--- config.mk ---
export PLATFORM = sky130hd
export DESIGN_NAME = inst_buffer_flat
export DESIGN_NICKNAME = d
export VERILOG_FILES = /design/src/rtl/inst_buffer_if.sv /design/src/rtl/inst_buffer.sv /design/src/flat_wrapper.sv
export SDC_FILE = /design/constraint.sdc
export NUM_CORES = 1
export LEC_CHECK = 0
export BUFFER_PORTS_ARGS = -buffer_cell sky130_fd_sc_hd__buf_4
export CORE_MARGIN = 5
export CORE_UTILIZATION = 35
export CTS_BUF_LIST = sky130_fd_sc_hd__clkbuf_8
export CTS_CLUSTER_DIAMETER = 40
export CTS_CLUSTER_SIZE = 24
export DETAILED_ROUTE_END_ITERATION = 6
export PLACE_DENSITY = 0.63
export SYNTH_ARGS = -nofsm -noshare
export SYNTH_HDL_FRONTEND = slang
export SYNTH_SLANG_ARGS = --single-unit
--- constraint.sdc ---
create_clock -name clk -period 7.9 [get_ports clk]
set_input_delay 0.79 -clock clk [delete_from_list [all_inputs] [get_ports clk]]
set_output_delay 0.79 -clock clk [all_outputs]
set_load 0.005 [all_outputs]
--- src/rtl/inst_buffer_if.sv ---
// Bundle of the decode-side push port and issue-side pop port of the instruction queue.
// The queue itself takes the slave modport; the surrounding pipeline drives the master side.
interface inst_buffer_if #(
  parameter int INST_W = 32,
  parameter int DEPTH  = 8
);
  localparam int CW = $clog2(DEPTH) + 1;

  logic                   flush_i;
  logic [1:0][INST_W-1:0] inst_i;
  logic [1:0]             inst_valid_i;
  logic                   ready_o;
  logic [1:0][INST_W-1:0] inst_o;
  logic [1:0]             inst_valid_o;
  logic [1:0]             issue_i;
  logic                   stall_i;
  logic [CW-1:0]          count_o;

  modport master (
    output flush_i, inst_i, inst_valid_i, issue_i, stall_i,
    input  ready_o, inst_o, inst_valid_o, count_o
  );

  modport slave (
    input  flush_i, inst_i, inst_valid_i, issue_i, stall_i,
    output ready_o, inst_o, inst_valid_o, count_o
  );
endinterface

--- src/rtl/inst_buffer.sv ---
// Dual-port circular instruction queue between decode and issue: up to two in and
// two out per cycle, head pair exposed in program order, flushable on redirect.
module inst_buffer #(
  parameter int DEPTH  = 8,
  parameter int INST_W = 32
) (
  input  logic         clk,
  input  logic         rst,
  inst_buffer_if.slave bus
);
  localparam int PW = $clog2(DEPTH);
  localparam int CW = PW + 1;

  logic [INST_W-1:0] mem [DEPTH];
  logic [PW-1:0]     head;
  logic [PW-1:0]     tail;
  logic [PW-1:0]     head_nx1;
  logic [PW-1:0]     tail_nx1;
  logic [CW-1:0]     count;
  logic              ready;
  logic              clear;
  logic [1:0]        push_n;
  logic [1:0]        pop_n;

  // Ready looks only at registered occupancy so the frontend never depends on a same-cycle pop.
  assign ready    = (count <= CW'(DEPTH - 2));
  assign clear    = rst | bus.flush_i;
  assign head_nx1 = head + PW'(1);
  assign tail_nx1 = tail + PW'(1);

  always_comb begin
    push_n = 2'd0;
    if (ready) begin
      push_n = {1'b0, bus.inst_valid_i[0]} + {1'b0, bus.inst_valid_i[1]};
    end
  end

  // Issue bits on slots that hold no valid entry are ignored.
  always_comb begin
    pop_n = 2'd0;
    if (!bus.stall_i) begin
      case (bus.issue_i)
        2'b11: begin
          if (count >= CW'(2))      pop_n = 2'd2;
          else if (count != '0)     pop_n = 2'd1;
        end
        2'b01: begin
          if (count != '0)          pop_n = 2'd1;
        end
        default: pop_n = 2'd0;
      endcase
    end
  end

  always_ff @(posedge clk) begin
    if (clear) begin
      head  <= '0;
      tail  <= '0;
      count <= '0;
    end else begin
      head  <= head + PW'(pop_n);
      tail  <= tail + PW'(push_n);
      count <= count + CW'(push_n) - CW'(pop_n);
    end
  end

  // Storage is never cleared; occupancy alone qualifies the outputs.
  always_ff @(posedge clk) begin
    if (!clear && ready) begin
      case (bus.inst_valid_i)
        2'b11: begin
          mem[tail]     <= bus.inst_i[0];
          mem[tail_nx1] <= bus.inst_i[1];
        end
        2'b01:   mem[tail] <= bus.inst_i[0];
        2'b10:   mem[tail] <= bus.inst_i[1];
        default: ;
      endcase
    end
  end

  assign bus.inst_o[0]     = mem[head];
  assign bus.inst_o[1]     = mem[head_nx1];
  assign bus.inst_valid_o  = {(count >= CW'(2)), (count != '0)};
  assign bus.ready_o       = ready;
  assign bus.count_o       = count;
endmodule

--- src/flat_wrapper.sv ---
// flat-port wrapper written by rule: the top's interface ports become plain ports
module inst_buffer_flat 
#(
  parameter int DEPTH  = 8,
  parameter int INST_W = 32
)
  (clk, rst, bus_flush_i, bus_inst_i, bus_inst_valid_i, bus_issue_i, bus_stall_i, bus_ready_o, bus_inst_o, bus_inst_valid_o, bus_count_o);
  inst_buffer_if #(.INST_W(INST_W), .DEPTH(DEPTH)) bus_i ();
  input  logic clk;
  input  logic rst;
  input wire logic [$bits(bus_i.flush_i)-1:0] bus_flush_i;
  input wire logic [$bits(bus_i.inst_i)-1:0] bus_inst_i;
  input wire logic [$bits(bus_i.inst_valid_i)-1:0] bus_inst_valid_i;
  input wire logic [$bits(bus_i.issue_i)-1:0] bus_issue_i;
  input wire logic [$bits(bus_i.stall_i)-1:0] bus_stall_i;
  output wire logic [$bits(bus_i.ready_o)-1:0] bus_ready_o;
  output wire logic [$bits(bus_i.inst_o)-1:0] bus_inst_o;
  output wire logic [$bits(bus_i.inst_valid_o)-1:0] bus_inst_valid_o;
  output wire logic [$bits(bus_i.count_o)-1:0] bus_count_o;
  assign bus_i.flush_i = bus_flush_i;
  assign bus_i.inst_i = bus_inst_i;
  assign bus_i.inst_valid_i = bus_inst_valid_i;
  assign bus_i.issue_i = bus_issue_i;
  assign bus_i.stall_i = bus_stall_i;
  assign bus_ready_o = bus_i.ready_o;
  assign bus_inst_o = bus_i.inst_o;
  assign bus_inst_valid_o = bus_i.inst_valid_o;
  assign bus_count_o = bus_i.count_o;
  inst_buffer #(.DEPTH(DEPTH), .INST_W(INST_W)) u_core (.clk(clk), .rst(rst), .bus(bus_i));
endmodule
# Word-level counts from Yosys, hierarchy flattened
# Memories as Yosys holds them, arrays and structs flattened. A register that Yosys moved wholly into a read port is not among the register bits.
# Cells that the tools add are included.
# classes
n_addsub,7
order_cmp,2
n_eq_ne,5
mux,17
bitwise_logic,3
n_reduce_logical,3
# ops
op,n
$mux 32,2
$mux 1,10
$add 3x1->3 const B,2
$add 3x2->3,2
$eq 2x2->1 const B,3
$mux 2,3
$add 4x2->4,1
$eq 2x1->1 const B,2
$ge 4x2->1 const B,1
$le 4x3->1 const B,1
$pmux 2 s2,1
$reduce_bool 4->1,1
$sub 4x2->4,1
$mux 3,1
$or 1x1->1,3
$add 1x1->2,1
$logic_and 1x1->1,1
$logic_not 1->1,1
# word_totals
regBits,10
mem_bits_rw,256
input_bits,72
out_inout_bits,71
mem_count,1
# mem_list
name,depth,word_bits,rd,rd_ports_with_merged_regs,write_ports,line,source
u_core.mem,8,32,2,1,2,inst_buffer.sv:14,logic [INST_W-1:0] mem [DEPTH];

# Longest topological paths before layout
# Gate-level depths: netlist of the first run.
# depth
depth_word,7
mapped_depth,12
ltp_nobuf,12

# Worst setup path before layout of the first run
# OpenSTA, ideal clock, no wires.
# synth_path
path_type,input to register
start,in bus_inst_valid_i[0]
end,"mem u_core.mem[6][0], enable pin"
setup_ns,0.432
t_arrival_ns,3.227
slack_ns,4.242
cell_stages,7
path_buffers,1
cell_sequence,inv_1 > ha_1 > clkbuf_1 > nor3_1 > nor2b_1 > nand3_1 > a21oi_1
# synth_lines
item,line,source
start: declaration,flat_wrapper.sv:13,input wire logic [$bits(bus_i.inst_valid_i)-1:0] bus_inst_valid_i;
end: declaration,inst_buffer.sv:14,

# Worst setup path in the final report of the first run
# layout_path
start,reg u_core.head[0]
end,out bus_inst_o[45]
# layout_between
elab_chain_cells,2
# layout_lines
item,line,source
start: declaration,inst_buffer.sv:15,logic [PW-1:0] head;
start signal: assignment,inst_buffer.sv:61,head <= head + PW'(pop_n);
$add 3x1->3,inst_buffer.sv:28,assign head_nx1 = head + PW'(1);
$mem_v2 8x32,-,
end: declaration,flat_wrapper.sv:17,output wire logic [$bits(bus_i.inst_o)-1:0] bus_inst_o;
# Every way passes these cells.

==> results of run 1 <==
-- kinds of logic after synthesis --
logic type | count (synthesis) | share of synthesized area, %
compound gates | 19 | 0.8551
xor+xnor | 7 | 0.4436
fa+ha+maj | 17 | 1.565
buf+inv | 80 | 2.960
flops | 266 | 50.85
mux | 448 | 41.81
simple gates | 49 | 1.516
-- worst paths after layout --
path / from / endpoint / slack [ns]
setup / recovery: u_core.head[0] / bus_inst_o[45] / 3.21
hold / removal: bus_inst_i[21] / u_core.mem[3][21] / 0.51
setup reg to reg: u_core.tail[0] / u_core.mem[5][14] / 4.85
hold reg to reg: u_core.tail[2] / u_core.tail[2] / 0.65
-- cells in the final DEF, fill, tap and decap left out, types with 2 or more instances in the layout --
cell type,netlist,routed
a21oi_1,4,3
a21oi_4,0,2
a31oi_1,5,5
and2_1,4,4
buf_4,12,160
bufinv_16,0,5
clkbuf_8,0,49
clkinv_1,0,4
clkinv_2,0,3
clkinv_4,0,10
clkinvlp_4,0,6
dfxtp_1,10,7
dfxtp_4,0,2
edfxtp_1,256,256
fa_1,4,4
ha_1,13,12
inv_1,17,18
inv_6,0,6
inv_8,0,3
mux2_1,13,13
mux2_2,307,307
mux4_2,128,128
nand2_1,4,4
nand2b_1,2,2
nand3_1,5,5
nor2_1,23,16
nor2_4,0,7
nor2b_1,2,2
nor3_1,3,3
o21a_2,2,7
or2_2,2,2
xnor2_1,2,2
xor2_1,4,3
-- flip-flops by register name, indices dropped and copies added, names as in the netlist --
name                cells
u_core.bus.count_o      4
u_core.head             3
u_core.mem            256
u_core.tail             3
-- metal layers --
| metal | vias up | track usage (%) | part of all wire (%) |
|---|---|---|---|
| li1 | 3957 | - | - |
| met1 | 4682 | 23.35 | 42 |
| met2 | 229 | 29.43 | 50 |
| met3 | 54 | 2.901 | 5.5 |
| met4 | 0 | 4.982 | 2.1 |
| met5 | - | 0 | 0 |
-- area by class of cell --
| type | instances | area share, % |
|---|---|---|
| multi-input combinational | 540 | 39.81 |
| timing repair buffer | 160 | 6.574 |
| sequential | 266 | 43.21 |
| clock inverter | 39 | 2.294 |
| inverter | 17 | 0.3492 |
| antenna | 1 | 0.01369 |
| clock buffer | 49 | 3.691 |
| tap | 592 | 4.054 |
-- power breakdown --
part | internal [mW] | switching [mW]
Combinational | 0.420 | 0.353
Clock | 0.785 | 0.683
Sequential | 1.60 | 0.0356
Total | 2.81 | 1.07
==> results.rst, run 1 <==
.. list-table::
   :header-rows: 1

   * - Metric
     - Value
   * - Outcome
     - finished clean
   * - Post-synth top cells
     - 307 x mux2_2, 256 x edfxtp_1, 128 x mux4_2
   * - Average footprint of a synthesized cell
     - between 15 and 20 sq um
   * - Ratio of cells with drive above 1 in the final layout
     - 65.64%
   * - Highest clock frequency the design can meet
     - 0.2131 GHz
   * - TritonCTS clock tree
     - yes
   * - Violation count after the first detailed-routing iteration
     - between 600 and 700
   * - Yosys synthesis warning count
     - 0
   * - Global-route congestion overflow total
     - 0
   * - Detail Placement HPWL
     - ~24000 um
   * - Placed instance count
     - around 1600
   * - Unrepaired setup endpoints after global routing
     - false
   * - Setup slack at placement
     - 3.748 ns
   * - Number of antenna-violating nets in the routed design
     - 0
   * - Core outline area
     - between 40000 and 50000 sq um
   * - Starting density of the core
     - a little over a third
   * - Area used by multi-input combinational logic
     - 7274 sq um
   * - Total number of vias
     - around 8900
   * - CTS clk-pin slew, worst paths
     - 0.08 ns
   * - # clock sinks
     - around 270
   * - List of cells traversed by the critical path
     - buf_4 -> buf_4 -> mux4_2 -> mux2_2 -> buf_4
   * - Hold Worst Slack
     - 0.5109 ns
   * - Post-detailed-route via-to-cell ratio
     - roughly 5.4
   * - Total of endpoints with negative setup slack in the final report
     - 0
   * - Count of hold-fix buffers inserted at cts
     - 0
   * - Number of pins exceeding their max-slew limit in the final report
     - 0
   * - Type of destination of the critical path
     - primary output
   * - Post-detailed-placement cell area
     - roughly 17000 sq um
   * - Per-cell routed wire length
     - 25.34 um
   * - Number of gates on the worst path with buffers counted
     - 5
   * - Top FF cell, synth
     - edfxtp_1
   * - Width of the die
     - 220.5 um
   * - Longest individual stage delay on the worst path
     - 0.83 ns
   * - Layout overhead on the synthesized area
     - 17.79%
   * - Number of buffer and inverter instances along the worst setup path
     - 3
   * - Kind of path behind the tightest hold check
     - in -> reg
   * - Skew final
     - 0.01702 ns
   * - Ranking of synthesized cells by area
     - edfxtp_1 50%, mux2_2 22%, mux4_2 19%, dfxtp_1 1.3%, ha_1 1.0%
   * - CTS max path bufs
     - 3
   * - Cells resized by post-CTS repair
     - 0
   * - Overall fraction of global-route tracks in use
     - 17.41%
   * - Final hold violation count
     - 0
   * - Count of state elements after synthesis
     - approximately 270
   * - Post-CTS setup buffers
     - 0
   * - Most frequent CP cell
     - buf_4
   * - Post-synth EDFFs
     - 256
   * - Length in cells of the worst reg-to-reg path
     - 5
   * - Post-synthesis async set-or-reset flop share
     - 0%
   * - Total power of the final layout
     - 3.880 mW
   * - Final Util
     - 41.50%
   * - Share of the synthesized area in the top cell type
     - between 40% and 50%
   * - CP delay by family, top
     - buffers and inverters
   * - Share of the yosys chip area belonging to registers
     - about half
   * - Final clock period utilization by the worst path
     - 59.40%
   * - Library cell occupying the most area in the post-synthesis netlist
     - edfxtp_1
   * - FILL cells
     - around 4000
   * - Peak supply drop
     - ~0.13 mV
   * - Smallest setup slack after layout
     - 3.207 ns
   * - Synth Net Count
     - 975
   * - Highest fanout seen on the critical path
     - 50
   * - Number of port buffers
     - 142
   * - CTS Buf Count
     - 47
   * - Non-filler cells, final
     - about 1700
   * - Pin count of the biggest net entering global routing
     - 65
   * - Height of the die
     - 220.5 um
   * - Final layout net count
     - roughly 1100
   * - Leakage power summed over all cells
     - 5.848 nW
   * - Standard-cell row count
     - 77
   * - Setup TNS
     - 0 ns
   * - Cell at the root of the clock tree
     - clkbuf_8
   * - H-tree Lvls
     - 2
   * - Number of instances in the synthesized netlist
     - 886
   * - Power Density
     - around 210 nW/um^2
   * - Critical path class
     - reg -> out
   * - Remaining routing DRC violations
     - 0
   * - Critical Path Start Type
     - flop
   * - Global-route wire length before repair
     - 62770 um
   * - Vias in the first global route
     - 9680
   * - Arrival @ worst endpoint
     - 3.90 ns
   * - Rel. slew slack
     - 19.27%
   * - Required time of the critical path
     - 7.11 ns
   * - Count of unique library cells instantiated by Yosys
     - 35
   * - Clock latency at the later pin of the worst-skew pair
     - 0.62 ns
   * - Area of the die
     - 48630 sq um
   * - Initial antenna violation count
     - 1
   * - Max-capacitance violation count
     - 0
   * - Fin crit period
     - 4.693 ns
   * - IO Pins
     - 143
   * - Cells on Worst Hold Path
     - 2
   * - Number of detailed-route iterations in the first pass
     - 4
   * - Slowest cell on the critical path
     - dfxtp_4
   * - Most repeated cell in the gate-level netlist after synthesis
     - mux2_2
   * - Drt total wl
     - 42170 um
   * - Synthesized area
     - between 15000 and 20000 sq um
   * - Register Area
     - 7896 sq um
   * - Last weighted congestion value of the routability-driven placer
     - between 0.7 and 0.8
   * - Summed area of non-filler cells in the final layout
     - between 15000 and 20000 sq um
   * - Worst-margin pin slew
     - 1.211 ns
(Power assumes the default switching activity.)
==> run 2: changes to the inputs <==
==> constraint.sdc (replaced) <==
create_clock -name clk -period 4.33 [get_ports clk]
set_input_delay 0.433 -clock clk [delete_from_list [all_inputs] [get_ports clk]]
set_output_delay 0.433 -clock clk [all_outputs]
set_load 0.005 [all_outputs]
==> run 2 against run 1 <==
Wire length increased by 0.44%. Largest cell class unchanged. Global-route usage about the same. Design area increased by 0.85%. Largest power group unchanged. Core utilization rose by 0.35 points. Sequential power increased by 81%. First-iteration DRC count shrank 14%. Register-to-register slack got worse by 3.6 ns. Combinational power is 88% higher. Sequential cell count did not move. Total power rose by 86%. Via count is 2.4% higher.
==> results.rst, run 2 (synthesis results as in run 1) <==
.. list-table::
   :header-rows: 1

   * - Metric
     - Value
   * - Critical Path Start Type
     - flop (unchanged)
   * - Peak supply drop
     - 0.2647 mV (was 0.1316 mV)
   * - Final clock period utilization by the worst path
     - 76.77%
   * - Layout overhead on the synthesized area
     - 18.79% (was 17.79%)
   * - Most frequent standard cell in the layout excluding fill and tap cells
     - mux2_2 (unchanged)
   * - IO Pins
     - 143 (unchanged)
   * - Cells resized by post-CTS repair
     - 0 (unchanged)
   * - # clock sinks
     - 266 (unchanged)
   * - Global-route congestion overflow total
     - 0 (unchanged)
   * - TritonCTS clock tree
     - yes (unchanged)
   * - Switching part of the total power
     - 27.11% (was 27.61%)
   * - Smallest setup slack after layout
     - 1.006 ns (was 3.207 ns)
   * - Violation count after the first detailed-routing iteration
     - 523 (was 610)
   * - Type of destination of the critical path
     - primary output (unchanged)
   * - Kind of path behind the tightest hold check
     - in -> reg (unchanged)
   * - Register with the highest flop count
     - u_core.mem (unchanged)
   * - CP delay by family, top
     - adder cells (was buffers and inverters)
   * - Number of antenna-violating nets in the routed design
     - 0 (unchanged)
   * - Pin count of the biggest net entering global routing
     - 130 (was 65)
   * - Sequential cell fraction of total power
     - 41.1% (was 42.2%)
   * - Cell internal power dissipation
     - 5.269 mW (was 2.808 mW)
   * - Vias in the first global route
     - 10010 (was 9680)
   * - Cell at the root of the clock tree
     - clkbuf_8 (unchanged)
   * - Remaining routing DRC violations
     - 0 (unchanged)
   * - Power Density
     - 392.3 nW/um^2 (was 212.3 nW/um^2)
   * - Worst reg2reg endpoint
     - u_core.mem[5][15] (was u_core.mem[5][14])
   * - Rel. slew slack
     - 25.15% (was 19.27%)
   * - Commonest cells after routing, fill and taps aside
     - 307 x mux2_2, 256 x edfxtp_1, 173 x buf_4 (was 307 x mux2_2, 256 x edfxtp_1, 160 x buf_4)
   * - Skew final
     - 0.02810 ns (was 0.01702 ns)
   * - Length in cells of the worst reg-to-reg path
     - 6 (was 5)
   * - Total of endpoints with negative setup slack in the final report
     - 0 (unchanged)
   * - Arrival @ worst endpoint
     - 2.89 ns (was 3.90 ns)
   * - Critical path class
     - reg -> out (unchanged)
   * - Ratio of cells with drive above 1 in the final layout
     - 65.99% (was 65.64%)
   * - Height of the die
     - 220.5 um (unchanged)
   * - Required time of the critical path
     - 3.90 ns (was 7.11 ns)
   * - Worst reg2reg startpoint
     - u_core.tail[0] (unchanged)
   * - Critical path origin
     - u_core.head[0] (unchanged)
   * - List of cells traversed by the critical path
     - ha_4 -> buf_4 -> mux4_2 -> mux2_2 -> buf_4 (was buf_4 -> buf_4 -> mux4_2 -> mux2_2 -> buf_4)
   * - Setup slack at placement
     - 1.217 ns (was 3.748 ns)
   * - Most frequent CP cell
     - buf_4 (unchanged)
   * - Unrepaired setup endpoints after global routing
     - false (unchanged)
   * - Slowest cell on the critical path
     - ha_4 (was dfxtp_4)
   * - H-tree Lvls
     - 2 (unchanged)
   * - Fin crit period
     - 3.324 ns
   * - Flip-flop count of the largest register, all copies and words added
     - 256 (unchanged)
   * - Initial antenna violation count
     - 0 (was 1)
   * - Setup TNS
     - 0 ns (unchanged)
   * - Starting density of the core
     - 35.23% (unchanged)
   * - Last weighted congestion value of the routability-driven placer
     - 0.7794 (was 0.7191)
   * - Post-detailed-route via-to-cell ratio
     - 5.450 (was 5.362)
   * - Global-route wire length before repair
     - 63570 um (was 62770 um)
   * - Max-capacitance violation count
     - 0 (unchanged)
   * - Switch Pwr
     - 1.960 mW (was 1.071 mW)
   * - Area of the die
     - 48630 sq um (unchanged)
   * - Longest individual stage delay on the worst path
     - 0.79 ns (was 0.83 ns)
   * - CTS max path bufs
     - 3 (unchanged)
   * - Antenna cell count
     - 0 (was 1)
   * - Count of hold-fix buffers inserted at cts
     - 0 (unchanged)
   * - Clock latency at the later pin of the worst-skew pair
     - 0.61 ns (was 0.62 ns)
   * - Number of gates on the worst path with buffers counted
     - 5 (unchanged)
   * - FILL cells
     - 3996 (was 3949)
   * - Worst-margin pin slew
     - 1.123 ns (was 1.211 ns)
   * - Standard-cell row count
     - 77 (unchanged)
   * - Comb power frac
     - 20.1% (was 19.9%)
   * - CTS Buf Count
     - 47 (unchanged)
   * - Leakage power summed over all cells
     - 5.944 nW (was 5.848 nW)
   * - Post-CTS setup buffers
     - 0 (unchanged)
   * - Clock network fraction of design power
     - 38.8% (was 37.8%)
   * - Highest fanout seen on the critical path
     - 44 (was 50)
   * - Overall fraction of global-route tracks in use
     - 17.44% (was 17.41%)
   * - Number of buffer and inverter instances along the worst setup path
     - 2 (was 3)
   * - Cells on Worst Hold Path
     - 2 (unchanged)
   * - Highest clock frequency the design can meet
     - 0.3008 GHz
   * - Core outline area
     - 44030 sq um (unchanged)
   * - Number of detailed-route iterations in the first pass
     - 5 (was 4)
   * - R2R Setup Slk
     - 1.22 ns (was 4.85 ns)
   * - Drt total wl
     - 42360 um (was 42170 um)
   * - Detail Placement HPWL
     - 26700 um (was 24420 um)
   * - Final layout net count
     - 1135 (was 1121)
   * - Total number of vias
     - 9139 (was 8922)
   * - Number of pins exceeding their max-slew limit in the final report
     - 0 (unchanged)
   * - Per-cell routed wire length
     - 25.26 um (was 25.34 um)
   * - Number of port buffers
     - 142 (unchanged)
   * - Crit path capture
     - bus_inst_o[44] (was bus_inst_o[45])
   * - Final hold violation count
     - 0 (unchanged)
   * - CTS clk-pin slew, worst paths
     - 0.08 ns (about the same)
   * - Outcome
     - finished clean (unchanged)
   * - Width of the die
     - 220.5 um (unchanged)
## run 2: changes by cell type in the layout (fill, tap and decap cells not counted)
cell	before	now
clkinv_4	10	9
buf_12	0	1
bufinv_16	5	8
inv_1	18	19
inv_6	6	5
clkinv_8	1	0
clkinvlp_4	6	7
diode_2	1	0
clkbuf_8	49	47
buf_4	160	173
## run 2: power groups by stage
stage	logic, mW	clock network, mW	registers [mW]
2_1_floorplan	0.912	0	3.01
3_3_place_gp	1.46	0	3.02
3_5_place_dp	1.48	0	3.02
4_1_cts	1.49	2.87	2.97
5_1_grt	1.60	3.00	2.97
6_report	1.45	2.81	2.97
## run 2: worst min-delay path by stage
stage                        endpoint  slack (ns)            from
CTS                  u_core.mem[6][6]        0.14  bus_inst_i[38]
global route        u_core.mem[3][20]        0.16  bus_inst_i[52]
finish              u_core.mem[3][20]        0.19  bus_inst_i[20]
global placement       u_core.tail[2]        0.64  u_core.tail[2]
floorplan              u_core.tail[0]        0.59  u_core.tail[0]
detailed placement     u_core.tail[2]        0.65  u_core.tail[2]
## run 2: area by class of cell
class	instances	area [sq um]	share of cell area (%)
clock buffers	47	646.9	3.510
clock inverters	41	486.7	2.641
inverters	17	63.81	0.3463
multi-input cells	540	7274	39.48
flip-flops and latches	266	7896	42.85
well taps	592	740.7	4.020
repair buffers	174	1319	7.156
## run 2: per-layer routing
metal	track usage (%)	up-vias	routed length (um)
met3	2.901	69	2186
met2	29.42	255	21030
li1	-	3987	-
met5	0	-	0
met4	4.486	0	897
met1	23.66	4828	18240
## run 2: stage by stage
stage	std cells	power, mW	util [%]	hold slack (ns)	cell area (sq um)
6_report	1677	7.229	41.85	0.1928	18430
5_1_grt	1677	7.575	41.85	0.1597	18430
4_1_cts	1677	7.329	41.85	0.1445	18430
3_5_place_dp	1589	4.503	39.28	0.6476	17290
3_3_place_gp	1589	4.484	39.28	0.6378	17290
2_1_floorplan	886	3.921	-	0.5936	15510
